<file path="src/rtl/vga_pkg.sv">
`default_nettype none
// ============================================================================
// Module      : vga_pkg
// Description : Shared constants and helpers for the DVI/VGA pixel path.
// Revision    : 1.0 - initial release
// ============================================================================
package vga_pkg;

    localparam int H_ACTIVE_DEF = 640;
    localparam int V_ACTIVE_DEF = 480;
    localparam int PIXEL_W      = 24;
    localparam int FRAME_PIXELS = H_ACTIVE_DEF * V_ACTIVE_DEF;

    // Field positions inside a {r,g,b} pixel word.
    localparam int R_MSB = 23;
    localparam int R_LSB = 16;
    localparam int G_MSB = 15;
    localparam int G_LSB = 8;
    localparam int B_MSB = 7;
    localparam int B_LSB = 0;

    typedef struct packed {
        logic [7:0] r;
        logic [7:0] g;
        logic [7:0] b;
    } rgb_t;

    // Bits needed to hold values 0..n-1, never less than one bit.
    function automatic int cnt_width(input int n);
        return (n < 2) ? 1 : $clog2(n);
    endfunction

endpackage
`default_nettype wire

</file>
<file path="src/rtl/fetch_skid_buf.sv">
`default_nettype none
// ============================================================================
// Module      : fetch_skid_buf
// Description : Small circular buffer absorbing ROM read latency. Caller
//               guarantees push only when a slot exists and pop only when
//               non-empty; clear drops all contents in one cycle.
// Revision    : 1.0 - initial release
// ============================================================================
module fetch_skid_buf
    import vga_pkg::*;
#(
    parameter  int DEPTH = 3,
    parameter  int WIDTH = 25,
    localparam int CNT_W = cnt_width(DEPTH + 1)
) (
    input  logic             clk,
    input  logic             rst_n,
    input  logic             clear,
    input  logic             push,
    input  logic [WIDTH-1:0] push_data,
    input  logic             pop,
    output logic [WIDTH-1:0] head,
    output logic [CNT_W-1:0] count,
    output logic             empty,
    output logic             full
);

    localparam int PTR_W = cnt_width(DEPTH);
    localparam logic [PTR_W-1:0] LAST_SLOT = PTR_W'(DEPTH - 1);

    logic [WIDTH-1:0] mem [DEPTH];
    logic [PTR_W-1:0] wr_ptr;
    logic [PTR_W-1:0] rd_ptr;

    function automatic logic [PTR_W-1:0] ptr_inc(input logic [PTR_W-1:0] p);
        return (p == LAST_SLOT) ? '0 : p + 1'b1;
    endfunction

    // Storage, pointers and occupancy; simultaneous push/pop keeps count.
    always_ff @(posedge clk or negedge rst_n) begin
        if (!rst_n) begin
            wr_ptr <= '0;
            rd_ptr <= '0;
            count  <= '0;
            for (int i = 0; i < DEPTH; i++) begin
                mem[i] <= '0;
            end
        end else if (clear) begin
            wr_ptr <= '0;
            rd_ptr <= '0;
            count  <= '0;
        end else begin
            if (push) begin
                mem[wr_ptr] <= push_data;
                wr_ptr      <= ptr_inc(wr_ptr);
            end
            if (pop) begin
                rd_ptr <= ptr_inc(rd_ptr);
            end
            count <= count + CNT_W'(push) - CNT_W'(pop);
        end
    end

    assign head  = mem[rd_ptr];
    assign empty = (count == '0);
    assign full  = (count == CNT_W'(DEPTH));

endmodule
`default_nettype wire

</file>
<file path="src/rtl/frame_fetch.sv">
`default_nettype none
// ============================================================================
// Module      : frame_fetch
// Description : Walks a linear framebuffer in the pattern ROM, issues
//               pipelined reads under a credit scheme, lands returns in a
//               skid buffer and pushes RGB words into the pixel FIFO.
// Revision    : 1.0 - initial release
// ============================================================================
module frame_fetch
    import vga_pkg::*;
#(
    parameter int               H_ACTIVE  = H_ACTIVE_DEF,
    parameter int               V_ACTIVE  = V_ACTIVE_DEF,
    parameter int               ADDR_W    = 24,
    parameter int               DATA_W    = PIXEL_W,
    parameter logic [ADDR_W-1:0] BASE_ADDR = '0,
    parameter int               ROM_LAT   = 2
) (
    input  logic              clk,
    input  logic              rst_n,
    input  logic              enable,
    input  logic              resync,
    output logic              rom_rd_en,
    output logic [ADDR_W-1:0] rom_addr,
    input  logic [DATA_W-1:0] rom_rdata,
    input  logic              fifo_full,
    output logic              fifo_wr_en,
    output logic [DATA_W-1:0] fifo_wdata,
    output logic              frame_done,
    output logic              busy
);

    localparam int SKID_DEPTH = ROM_LAT + 1;
    localparam int FRAME      = H_ACTIVE * V_ACTIVE;
    localparam int PIX_W      = cnt_width(FRAME);
    localparam int CNT_W      = cnt_width(SKID_DEPTH + 1);
    localparam logic [PIX_W-1:0] LAST_PIX = PIX_W'(FRAME - 1);

    logic               armed;
    logic [PIX_W-1:0]   pix;
    logic [CNT_W-1:0]   inflight;
    logic [ROM_LAT-1:0] vld_pipe;
    logic [ROM_LAT-1:0] last_pipe;
    logic [ROM_LAT-1:0] disc_pipe;

    logic [CNT_W-1:0]   skid_count;
    logic               skid_empty;
    logic               skid_full;
    logic [DATA_W:0]    head_word;

    logic [CNT_W:0]     occ;
    logic               credit_ok;
    logic               issue;
    logic               pop;
    logic               ret;
    logic               store;
    logic               push;

    // Credit check and per-cycle handshakes. A pop this cycle frees a slot
    // before any read issued now can return, so it counts as a credit and
    // lets the stream sustain one pixel per cycle.
    always_comb begin
        pop       = !skid_empty && !fifo_full && !resync;
        occ       = (CNT_W+1)'(inflight) + (CNT_W+1)'(skid_count) - (CNT_W+1)'(pop);
        credit_ok = (occ < (CNT_W+1)'(SKID_DEPTH));
        issue     = armed && enable && !resync && credit_ok;
        ret       = vld_pipe[ROM_LAT-1];
        store     = ret && !disc_pipe[ROM_LAT-1] && !resync;
        push      = store && (!skid_full || pop);
    end

    // Pixel counter, in-flight read count and post-reset arming.
    always_ff @(posedge clk or negedge rst_n) begin
        if (!rst_n) begin
            armed    <= 1'b0;
            pix      <= '0;
            inflight <= '0;
        end else begin
            armed <= 1'b1;
            if (resync) begin
                pix <= '0;
            end else if (issue) begin
                pix <= (pix == LAST_PIX) ? '0 : pix + 1'b1;
            end
            // Discarded reads keep their credit until they emerge.
            inflight <= inflight + CNT_W'(issue) - CNT_W'(ret);
        end
    end

    // Valid / last-of-frame / discard sideband matching ROM latency.
    always_ff @(posedge clk or negedge rst_n) begin
        if (!rst_n) begin
            vld_pipe  <= '0;
            last_pipe <= '0;
            disc_pipe <= '0;
        end else begin
            vld_pipe[0]  <= issue;
            last_pipe[0] <= (pix == LAST_PIX);
            disc_pipe[0] <= 1'b0;
            for (int i = 1; i < ROM_LAT; i++) begin
                vld_pipe[i]  <= vld_pipe[i-1];
                last_pipe[i] <= last_pipe[i-1];
                disc_pipe[i] <= disc_pipe[i-1] | resync;
            end
        end
    end

    fetch_skid_buf #(
        .DEPTH (SKID_DEPTH),
        .WIDTH (DATA_W + 1)
    ) u_skid (
        .clk       (clk),
        .rst_n     (rst_n),
        .clear     (resync),
        .push      (push),
        .push_data ({last_pipe[ROM_LAT-1], rom_rdata}),
        .pop       (pop),
        .head      (head_word),
        .count     (skid_count),
        .empty     (skid_empty),
        .full      (skid_full)
    );

    assign rom_rd_en  = issue;
    assign rom_addr   = issue ? (BASE_ADDR + ADDR_W'(pix)) : '0;
    assign fifo_wr_en = pop;
    assign fifo_wdata = head_word[DATA_W-1:0];
    assign frame_done = pop && head_word[DATA_W];
    assign busy       = (inflight != '0) || (skid_count != '0);

endmodule
`default_nettype wire
</file>
<file path="config.mk">
export PLATFORM = sky130hd
export DESIGN_NAME = frame_fetch
export DESIGN_NICKNAME = d
export VERILOG_FILES = /design/src/rtl/vga_pkg.sv /design/src/rtl/fetch_skid_buf.sv /design/src/rtl/frame_fetch.sv
export SDC_FILE = /design/constraint.sdc
export NUM_CORES = 1
export LEC_CHECK = 0
export ABC_AREA = 0
export CAP_MARGIN = 10
export CORE_AREA = 4 4 109 111
export DETAILED_ROUTE_END_ITERATION = 8
export DIE_AREA = 0 0 113 115
export HOLD_SLACK_MARGIN = 0.1
export PLACE_DENSITY_LB_ADDON = 0.3
export SYNTH_ARGS = -nofsm -noshare
export SYNTH_HDL_FRONTEND = slang
export SYNTH_SLANG_ARGS = --single-unit
</file>
<file path="constraint.sdc">
create_clock -name clk -period 4.2 [get_ports clk]
set_clock_uncertainty 0.15 [all_clocks]
set_input_delay 0.84 -clock clk [delete_from_list [all_inputs] [get_ports clk]]
set_output_delay 0.84 -clock clk [all_outputs]
set_load 0.01 [all_outputs]
</file>
# After elaboration in Yosys (flattened, before gate mapping)
# Index checks and enable logic that the tools add are counted.
# word_totals
rom_bits,0
regBits,108
out_inout_bits,52
latchBits,0
mem_bits_rw,0
memories,0
# classes
div_mod_pow,0
shift,0
bitwise,3
order_cmp,4
add_sub_neg,9
mux,17
n_mul,0
n_eq_ne,4
n_reduce_logical,24
# op_table
operator,count
$mux W19,4
$bwmux W75,1
$mux W25,3
$bmux W25 S2,1
$demux W25 S2,1
$add A19 B1 Y19 const B,1
$eq A19 B19 Y1 const B,1
$mux W2,7
$logic_and A1 B1 Y1,10
$reduce_bool A2 Y1,5
$eq A2 B2 Y1 const B,3
$ge A3 B3 Y1 const B,2
$not A2 Y3,2
$logic_not A1 Y1,5
$add A2 B1 Y2,2
$add A2 B1 Y2 const B,2
$sub A2 B1 Y2,2
$add A2 B2 Y3,1
$lt A3 B1 Y1 const B,1
$lt A3 B2 Y1 const B,1
$sub A3 B1 Y3,1
$logic_not A2 Y1,1
$logic_or A1 B1 Y1,2
$reduce_and A2 Y1,1
$not A1 Y1,1

# Longest topological paths before layout
# Gate-level depths: netlist (run 1).
# logic_depth
ltp_word,9
ltp_mapped,14
depth_no_buf,13

# Modules after synthesis
# From an unflattened synthesis (run 1), not the netlist that was laid out.
# hier_totals
cells_unflattened,445
hier_area_um2,5432.7
# by_module_without_submodules
module,instances,cells_per_inst,area_per_inst_um2
fetch_skid_buf,1,249,3687.3
frame_fetch,1,196,1745.4

# Least setup slack after synthesis (run 1)
# No wires, ideal clock.
# synth_path
path_kind,in2out
startpoint,input fifo_full
endpoint,output rom_addr[10]
t_arrival_ps,3463
required_ps,3210
cell_stages,12
n_path_buf,1
path_slack_ps,-253
path_cell_list,o21bai_1 nor2_1 ha_1 inv_1 ha_1 inv_1 fa_1 nor2b_1 or4_4 clkinv_2 clkbuf_1 and2_1
# synth_via
elab_chain_len,7
# synth_lines
item,line_no,text
from (decl),frame_fetch.sv:26,"input logic fifo_full,"
$logic_not A1 Y1,frame_fetch.sv:63,pop = !skid_empty && !fifo_full && !resync;
$logic_and A1 B1 Y1 (2 in a row),frame_fetch.sv:63,
net fifo_wr_en,frame_fetch.sv:27,"output logic fifo_wr_en,"
$sub A3 B1 Y3,frame_fetch.sv:64,occ = (CNT_W+1)'(inflight) + (CNT_W+1)'(skid_count) - (CNT_W+1)'(pop);
$lt A3 B2 Y1,frame_fetch.sv:65,credit_ok = (occ < (CNT_W+1)'(SKID_DEPTH));
$logic_and A1 B1 Y1,frame_fetch.sv:66,issue = armed && enable && !resync && credit_ok;
net rom_rd_en,frame_fetch.sv:23,"output logic rom_rd_en,"
$mux W19,frame_fetch.sv:125,assign rom_addr = issue ? (BASE_ADDR + ADDR_W'(pix)) : '0;
to (decl),frame_fetch.sv:24,"output logic [ADDR_W-1:0] rom_addr,"
# The timed path passes the listed nets, and every way through them passes these cells.

# Final worst setup path (run 1)
# layout_path
startpoint,input fifo_full
endpoint,output rom_addr[9]
# layout_via
elab_chain_len,7
# layout_lines
item,line_no
$logic_not A1 Y1,frame_fetch.sv:63
$logic_and A1 B1 Y1 (2 in a row),frame_fetch.sv:63
$sub A3 B1 Y3,frame_fetch.sv:64
$lt A3 B2 Y1,frame_fetch.sv:65
$logic_and A1 B1 Y1,frame_fetch.sv:66
$mux W19,frame_fetch.sv:125
# Every way passes these cells.

==> results of run 1 <==
final cells by class:
class                           count  area, um2
Timing Repair Buffer              106       1020
Tap cell                          140        175
Inverter                           14       65.1
Timing Repair inverter              2       25.0
Clock inverter                      5       70.1
Clock buffer                       11        131
Multi-Input combinational cell    312       2450
Sequential cell                   108       2700
Fill cell                         881       4160
critical path, delay by kind of cell:
kind | cells | cell delay (ns)
buffers and inverters | 5 | 0.51
AND/OR/NAND/NOR | 4 | 0.90
AO/OA/AOI/OAI | 1 | 0.16
adder cells (fa/ha/maj) | 3 | 0.85
what timing repair did:
item                       CTS  global route
setup endpoints to repair   20            20
pin swaps                    6             6
setup buffers                5             2
cloned                       2             0
gates resized for setup     97            41
synth_stat cells, types with 2 or more instances:
cell | instances | share of area (%)
dfrtp_1 | 108 | 52
mux2_2 | 75 | 16
nand2_1 | 43 | 3.1
o21ai_0 | 36 | 3.5
mux2i_1 | 30 | 5.8
nor2_1 | 16 | 1.2
and2_1 | 15 | 1.8
inv_1 | 13 | 0.93
nand3_1 | 11 | 1.1
clkbuf_1 | 10 | 0.72
a21oi_1 | 9 | 0.86
buf_2 | 8 | 0.77
ha_1 | 7 | 1.7
nand4_1 | 7 | 0.84
nor3_1 | 6 | 0.58
buf_4 | 5 | 0.72
xnor2_1 | 5 | 0.84
a31oi_1 | 4 | 0.48
nand3b_1 | 4 | 0.58
nor2b_1 | 4 | 0.48
and4_1 | 3 | 0.50
or3_1 | 3 | 0.36
a21oi_2 | 2 | 0.34
buf_1 | 2 | 0.14
conb_1 | 2 | 0.14
nand4b_1 | 2 | 0.34
o31ai_1 | 2 | 0.29
or4_1 | 2 | 0.29
or4_4 | 2 | 0.43
power breakdown:
group	internal, W	total, W	leakage (nW)	switching, W
logic	0.000418	0.000748	1.41	0.000330
clock network	0.000287	0.000653	0.102	0.000365
registers	0.00116	0.00124	1.47	0.0000788
total	0.00187	0.00264	2.98	0.000774
cells by family (layout without fill, tap and decap cells):
| logic type | count (synthesis) | in the layout |
|---|---|---|
| flip-flops | 108 | 108 |
| buffers and inverters | 40 | 138 |
| multiplexers | 105 | 105 |
| AO/OA/AOI/OAI | 61 | 61 |
| AND/OR/NAND/NOR | 126 | 126 |
| XOR/XNOR | 6 | 6 |
| adder cells (fa/ha/maj) | 8 | 8 |
| other | 2 | 6 |
registers in the layout, indices dropped and copies added, names as in the netlist, 2 cells and up:
register       cells
u_skid.mem        75
vld_pipe           2
u_skid.wr_ptr      2
last_pipe          2
pix               19
inflight           2
u_skid.rd_ptr      2
u_skid.count       2
routing by layer:
metal | up-vias | GRT usage [%] | share of wire (%)
met5 | - | 0 | 0
met4 | 0 | 5.69 | 1.1
met2 | 91 | 30.6 | 50
li1 | 1792 | - | -
met3 | 12 | 4.11 | 4.7
met1 | 1958 | 25.5 | 44
per-stage QoR:
stage / setup TNS [ns] / hold slack [ns]
2_1_floorplan: 0 / 0.181
4_1_cts: -0.160 / 0.215
5_1_grt: -1.91 / 0.217
3_5_place_dp: -15.94 / 0.190
3_3_place_gp: -14.36 / 0.183
6_report: -0.331 / 0.212
path summary, 6_finish.rpt:
check,to,depth (start not counted),slack (ns),from
min reg2reg,last_pipe[1],0,0.21,last_pipe[0]
max,rom_addr[9],13,-0.07,fifo_full
max in group asynchronous,u_skid.mem[23],2,2.59,rst_n
max reg2reg,pix[12],16,0.53,u_skid.count[0]
min,last_pipe[1],0,0.21,last_pipe[0]
min in group asynchronous,u_skid.mem[2],1,0.46,rst_n
==> impl_metrics.toml, run 1 <==
[run_status]
status = "finished with violations"
violations = "setup timing"

[die]
ios = 81
core_area_um2 = 10800
start_util_pct = 48.4
dieWidth_um = 113
std_cell_rows = 38
die_height_um = 115
die_area_um2 = 13000

[setup_path]
critPathRequiredTime_ns = 3.21
crit_type = "input port to output port"
path_max_fanout = 6
cpPeakStageDelay_ns = 0.63
slowest_stage = "or4_4"
path_cells = "buf_6 -> o21bai_4 -> nor2_2 -> ha_1 -> inv_2 -> ha_4 -> inv_2 -> fa_1 -> nor2b_1 -> or4_4 -> buf_8 -> nor2_4 -> buf_6"
crit_path_start_kind = "input port"
critPathCaptureType = "output port"
cp.arrival_ns = 3.28

[sta]
slew_violations = 0
fin_crit_sh_pct = 102
period_needed_ns = 4.27
setup_viol = 14
setup_ws_ns = -0.0672
rsz0062_at_grt = "true"
slew_headroom_pct = 36.0
worstMarginPinSlew_ns = 0.961
final_hold_viol_count = 0
fmax_mhz = 234

[logic_synthesis]
ys_ff_latch = 108
synthSimpleGateAreaFrac_pct = 12.7
syn_inst = 456
synth-main-ff-cell = "dfrtp_1"
synthMuxAreaShare_pct = 21.9
avgSynthCellArea_um2 = 11.4
synth_top_family_by_area = "multiplexers"
synth.cell_area_um2 = 5220
synth.distinct_cells = 49
synthXorXnorAreaFrac_pct = 1.01
synth_edf_count = 0
ys_warn_count = 0
synth-seq-area-share_pct = 51.8
synth-adder-area-share_pct = 2.06
async_flop_share_pct = 100
synth_compound_area_share_pct = 6.81

[power]
vdd_drop_max_mv = 0.231
p_per_area_nw_per_um2 = 398
p_leak_nw = 2.98
total_power_w = 0.00264

[grt]
grt_max_degree = 77
track_usage_pct = 18.8
grt_pass1_wl_um = 19600
grt_pass1_vias = 3944
overflow = 0
antenna_found_initial = 0

[placement]
dp_hpwl_um = 7790
gp_congestion = 0.839
dp_slack_ns = -0.785
placed_cells = 673
io_buffers = 75
post_dp_cell_area_um2 = 6230

[finish]
drive_gt1_share_pct = 32.4
final_area_um2 = 6640
final_cell_mix = "dfrtp_1 (107), mux2_2 (75), clkdlybuf4s50_1 (52), nand2_1 (43), o21ai_0 (36)"
nNetsFinal = 590
instances_no_fill = 698
n_antenna_cell = 0
final_common_cell = "dfrtp_1"
area_growth_pct = 27.2
utilization_pct = 61.5

[route]
wl_um = 11900
remaining_drc_errors = 0
routed_via_density = 5.52
via_count = 3853
postRouteAntennaNets = 0
drtPass1Iterations = 5
drtIter0Drc = 214
wl_per_cell_um = 17.1

[worst_hold_path]
hold_path.class = "register to register"

[clock_tree]
cts.sinks = 108
clock_latency_ns = 0.36
cts_buffers = 9
cts_hold_buf = 0
clk_pin_slew_ns = 0.10
cts_root_buffer = "clkbuf_8"
cts.path.max_buffers = 2
cts_max_level = 3
cts_tree = "yes"

[job]
maxCapViolCount = 0
Power figures use the tool's default switching activity.
==> run 2: changes to the inputs <==
TNS_END_PERCENT = 20   (was unset)
==> run 2 against run 1 <==
Against the previous run: setup slack improved by 0.031 ns; the flow still finishes with violations (setup timing); global-route usage decreased by 0.091 points; critical path type unchanged; first-iteration DRC count decreased by 23%; sequential share of layout area increased by 0.66 points; routed wire length decreased by 1.3%.
==> impl_metrics.toml, run 2 (same netlist as run 1, synthesis figures left out) <==
[worst_hold_path]
min_from = "last_pipe[0]"
hold_path.class = "register to register"

[finish]
utilization_pct = 60.5
n_fill_cell = 908
drive_gt1_share_pct = 30.3
top_register = "u_skid.mem"
largest_reg_flops = 75
final_cell_mix = "dfrtp_1 (107), mux2_2 (75), clkdlybuf4s50_1 (52), nand2_1 (43), o21ai_0 (36)"
reg_top3 = "u_skid.mem (75), pix (19)"
area_growth_pct = 25.1
n_antenna_cell = 0
final_common_cell = "dfrtp_1"
nNetsFinal = 586
final_area_um2 = 6530

[sta]
setup_ws_ns = -0.0365
final_hold_viol_count = 0
finalSetupTns_ns = -0.0766
worstMarginPinSlew_ns = 0.947
slew_headroom_pct = 36.4
slew_violations = 0
setup_viol = 5
fmax_mhz = 236
rsz0062_at_grt = "true"
holdWs_ns = 0.209
fin_crit_sh_pct = 101
period_needed_ns = 4.24

[die]
die_height_um = 115
ios = 81
dieWidth_um = 113
start_util_pct = 48.4
die_area_um2 = 13000
std_cell_rows = 38
core_area_um2 = 10800

[clock_tree]
clk_pin_slew_ns = 0.10
cts_buffers = 9
clock_latency_ns = 0.37
cts.path.max_buffers = 2
cts_hold_buf = 0
cts_max_level = 3
cts_root_buffer = "clkbuf_8"
cts.sinks = 108
cts_tree = "yes"

[route]
remaining_drc_errors = 0
drtIter0Drc = 164
via_count = 3798
drtPass1Iterations = 5
wl_per_cell_um = 17.0
wl_um = 11800
routed_via_density = 5.47
postRouteAntennaNets = 0

[placement]
dp_hpwl_um = 7780
io_buffers = 75
post_dp_cell_area_um2 = 6240
gp_congestion = 0.839

[setup_path]
regToRegStartpoint = "u_skid.count[0]"
critPathBufInv = 5
slowest_stage = "or4_4"
cp.arrival_ns = 3.25
path_delay_family = "simple AND/OR/NAND/NOR gates"
path_max_fanout = 7
cpPeakStageDelay_ns = 0.62
path_cells = "buf_6 -> o21bai_4 -> nor2_2 -> ha_1 -> inv_2 -> ha_4 -> inv_2 -> fa_1 -> nor2b_1 -> or4_4 -> buf_8 -> nor2_2 -> buf_2"
crit_path_start_kind = "input port"
critPathCaptureType = "output port"
crit_start = "fifo_full"
crit_type = "input port to output port"
critPathRequiredTime_ns = 3.21

[power]
p_per_area_nw_per_um2 = 406
vdd_drop_max_mv = 0.180
p_leak_nw = 2.95
total_power_w = 0.00265

[grt]
grt_pass1_vias = 3950
grt_pass1_wl_um = 19600
overflow = 0
grt_max_degree = 58
antenna_found_initial = 0
track_usage_pct = 18.7

[run_status]
violations = "setup timing"
status = "finished with violations"

[job]
maxCapViolCount = 0
[run 2: cell count changes in the layout (fill, tap and decap cells not counted), sizes merged]
cell / before / now
buf: 52 / 48
clkinv: 5 / 3
clkinvlp: 0 / 1
inv: 15 / 16
[run 2: path summary, 6_finish.rpt]
kind,cells past startpoint,slack (ns),endpoint
worst max-delay path,13,-0.04,rom_addr[11]
worst min-delay path,0,0.21,last_pipe[1]
worst max register to register,14,0.50,pix[7]
worst min register to register,0,0.21,last_pipe[1]
max in group asynchronous,2,2.78,u_skid.mem[19]
min in group asynchronous,1,0.37,u_skid.rd_ptr[0]
[run 2: repair_timing]
item,4_1_cts,5_1_grt
resized for setup,96,17
setup endpoints to repair,20,20
gates cloned,2,0
setup buffers,4,2
pin swaps,5,7
[run 2: cell type report]
type / count / area [um2] / share of cell area, %
Sequential cell: 108 / 2700 / 41.4
Multi-Input combinational cell: 312 / 2410 / 37.0
Timing Repair inverter: 2 / 17.5 / 0.268
Inverter: 14 / 65.1 / 0.996
Clock buffer: 11 / 151 / 2.32
Clock inverter: 5 / 63.8 / 0.977
Tap cell: 140 / 175 / 2.68
Timing Repair Buffer: 102 / 941 / 14.4
[run 2: per-layer routing]
layer | share of wire [%] | global-route usage, % | routed length [um]
met5 | 0 | 0 | 0
met4 | 0.86 | 4.73 | 101
met3 | 5.1 | 4.32 | 597
met2 | 50 | 32.0 | 5890
met1 | 44 | 24.4 | 5210
[run 2: stage by stage]
| step | setup slack [ns] | std cells |
|---|---|---|
| after floorplan | -0.00953 | 460 |
| after global placement | -0.720 | 670 |
| after detailed placement | -0.772 | 670 |
| after CTS | -0.0355 | 692 |
| after global routing | -0.0971 | 694 |
| final | -0.0365 | 694 |
[run 2: power breakdown]
part	total, W	internal, W	switching (W)	leakage [nW]
registers	0.00124	0.00116	0.0000763	1.47
clock network	0.000676	0.000315	0.000361	0.107
logic	0.000736	0.000412	0.000324	1.37
total	0.00265	0.00189	0.000761	2.95
[run 2: worst register-to-register path, cell delays in order (launching register included)]
cell	delay, ns
dfrtp_1	0.44
o21bai_4	0.18
nor2_2	0.07
ha_1	0.29
inv_2	0.08
ha_4	0.12
inv_2	0.03
fa_1	0.47
nor2b_1	0.05
or4_4	0.62
buf_8	0.20
buf_4	0.14
buf_4	0.15
or4_1	0.49
a31oi_1	0.17
==> run 3: changes to the inputs <==
REMOVE_ABC_BUFFERS = 1   (was unset)
SKIP_CTS_REPAIR_TIMING = 1   (was unset)
==> run 3 against run 2 <==
Against the previous run: hold slack better by 0.0026 ns; sequential power barely moved; the flow still finishes with violations (setup timing); setup slack worse by 0.028 ns; flip-flop and latch count did not move; largest power group unchanged; combinational power rose by 1%; die area is the same.
==> impl_metrics.toml, run 3 (same netlist as run 1, synthesis figures left out) <==
[run_status]
status = "finished with violations"
violations = "setup timing"

[placement]
dp_hpwl_um = 7450
gp_congestion = 0.791
post_dp_cell_area_um2 = 6160
io_buffers = 75
placed_cells = 666

[power]
vdd_drop_max_mv = 0.208
p_per_area_nw_per_um2 = 410
total_power_w = 0.00268
p_leak_nw = 2.98

[route]
drtPass1Iterations = 5
postRouteAntennaNets = 0
wl_per_cell_um = 16.7
via_count = 3753
drtIter0Drc = 221
routed_via_density = 5.39
remaining_drc_errors = 0
wl_um = 11700

[setup_path]
r2r_slack_ns = 0.52
path_max_fanout = 6
endpoint = "rom_addr[13]"
regToRegStartpoint = "u_skid.count[0]"
r2r_cells = 16
crit_type = "input port to output port"
crit_start = "fifo_full"
critPathRequiredTime_ns = 3.21
crit_path_start_kind = "input port"
critPathCaptureType = "output port"
cp.arrival_ns = 3.27
rr_endpoint = "pix[12]"

[die]
std_cell_rows = 38
dieWidth_um = 113
die_height_um = 115
start_util_pct = 48.4
core_area_um2 = 10800
ios = 81
die_area_um2 = 13000

[clock_tree]
clock_latency_ns = 0.36
cts_buffers = 9
cts.path.max_buffers = 2
cts.sinks = 108
cts_max_level = 3
clk_pin_slew_ns = 0.10
cts_tree = "yes"
cts_root_buffer = "clkbuf_8"

[grt]
grt_pass1_vias = 3837
overflow = 0
grt_max_degree = 94
antenna_found_initial = 0
grt_pass1_wl_um = 18900
track_usage_pct = 18.1

[finish]
n_antenna_cell = 0
drive_gt1_share_pct = 30.4
reg_top3 = "u_skid.mem (75), pix (19)"
area_growth_pct = 25.6
final_area_um2 = 6550
nNetsFinal = 588
final_cell_mix = "dfrtp_1 (107), mux2_2 (75), clkdlybuf4s50_1 (52), nand2_1 (43), o21ai_0 (36)"
n_fill_cell = 895
final_common_cell = "dfrtp_1"
utilization_pct = 60.7
instances_no_fill = 696
top_register = "u_skid.mem"
largest_reg_flops = 75

[sta]
setup_ws_ns = -0.0641
period_needed_ns = 4.26
final_hold_viol_count = 0
finalSetupTns_ns = -0.207
rsz0062_at_grt = "true"
setup_viol = 10
fmax_mhz = 235
fin_crit_sh_pct = 102
slew_violations = 0
worstMarginPinSlew_ns = 0.884
slew_headroom_pct = 41.1

[worst_hold_path]
whs_path_depth = 0
hold_path.class = "register to register"

[job]
maxCapViolCount = 0
## run 3: worst min-delay path by stage
stage / end / slack [ns] / start
floorplan: last_pipe[1] / 0.18 / last_pipe[0]
global placement: vld_pipe[1] / 0.18 / vld_pipe[0]
detailed placement: vld_pipe[1] / 0.19 / vld_pipe[0]
CTS: vld_pipe[1] / 0.21 / vld_pipe[0]
global route: vld_pipe[1] / 0.21 / vld_pipe[0]
finish: vld_pipe[1] / 0.21 / vld_pipe[0]
## run 3: power breakdown
| part | total, W | switching [W] | internal [W] |
|---|---|---|---|
| logic | 0.000743 | 0.000324 | 0.000419 |
| clock network | 0.000703 | 0.000348 | 0.000355 |
| registers | 0.00124 | 0.0000743 | 0.00116 |
## run 3: critical path, cell delays in order
cell and delay [ns]:
buf_6 0.09, o21bai_4 0.16, nor2_2 0.13, ha_1 0.25, inv_2 0.08, ha_4 0.12
inv_2 0.03, fa_1 0.53, nor2b_1 0.05, or4_4 0.58, buf_8 0.19, nor2_2 0.09
buf_2 0.13
## run 3: through the flow
step           hold slack (ns)  worst slack, ns
6_report                 0.211          -0.0641
5_1_grt                  0.215           -0.134
4_1_cts                  0.212           -0.852
3_5_place_dp             0.193           -0.834
3_3_place_gp             0.184           -0.760
2_1_floorplan            0.181          -0.0911
## run 3: final cells by class
class	instances	area, um2	area share [%]
Sequential cell	108	2700	41.3
Timing Repair Buffer	105	960	14.6
Multi-Input combinational cell	312	2420	36.9
Timing Repair inverter	1	8.76	0.134
Tap cell	140	175	2.67
Inverter	14	65.1	0.993
Clock inverter	5	83.8	1.28
Clock buffer	11	141	2.16
## run 3: per-layer routing
metal	track usage, %	vias up	wire (um)
met5	0	-	0
met4	5.29	0	88
met3	3.89	7	599
met2	29.7	91	5830
met1	24.3	1869	5130
li1	-	1786	-
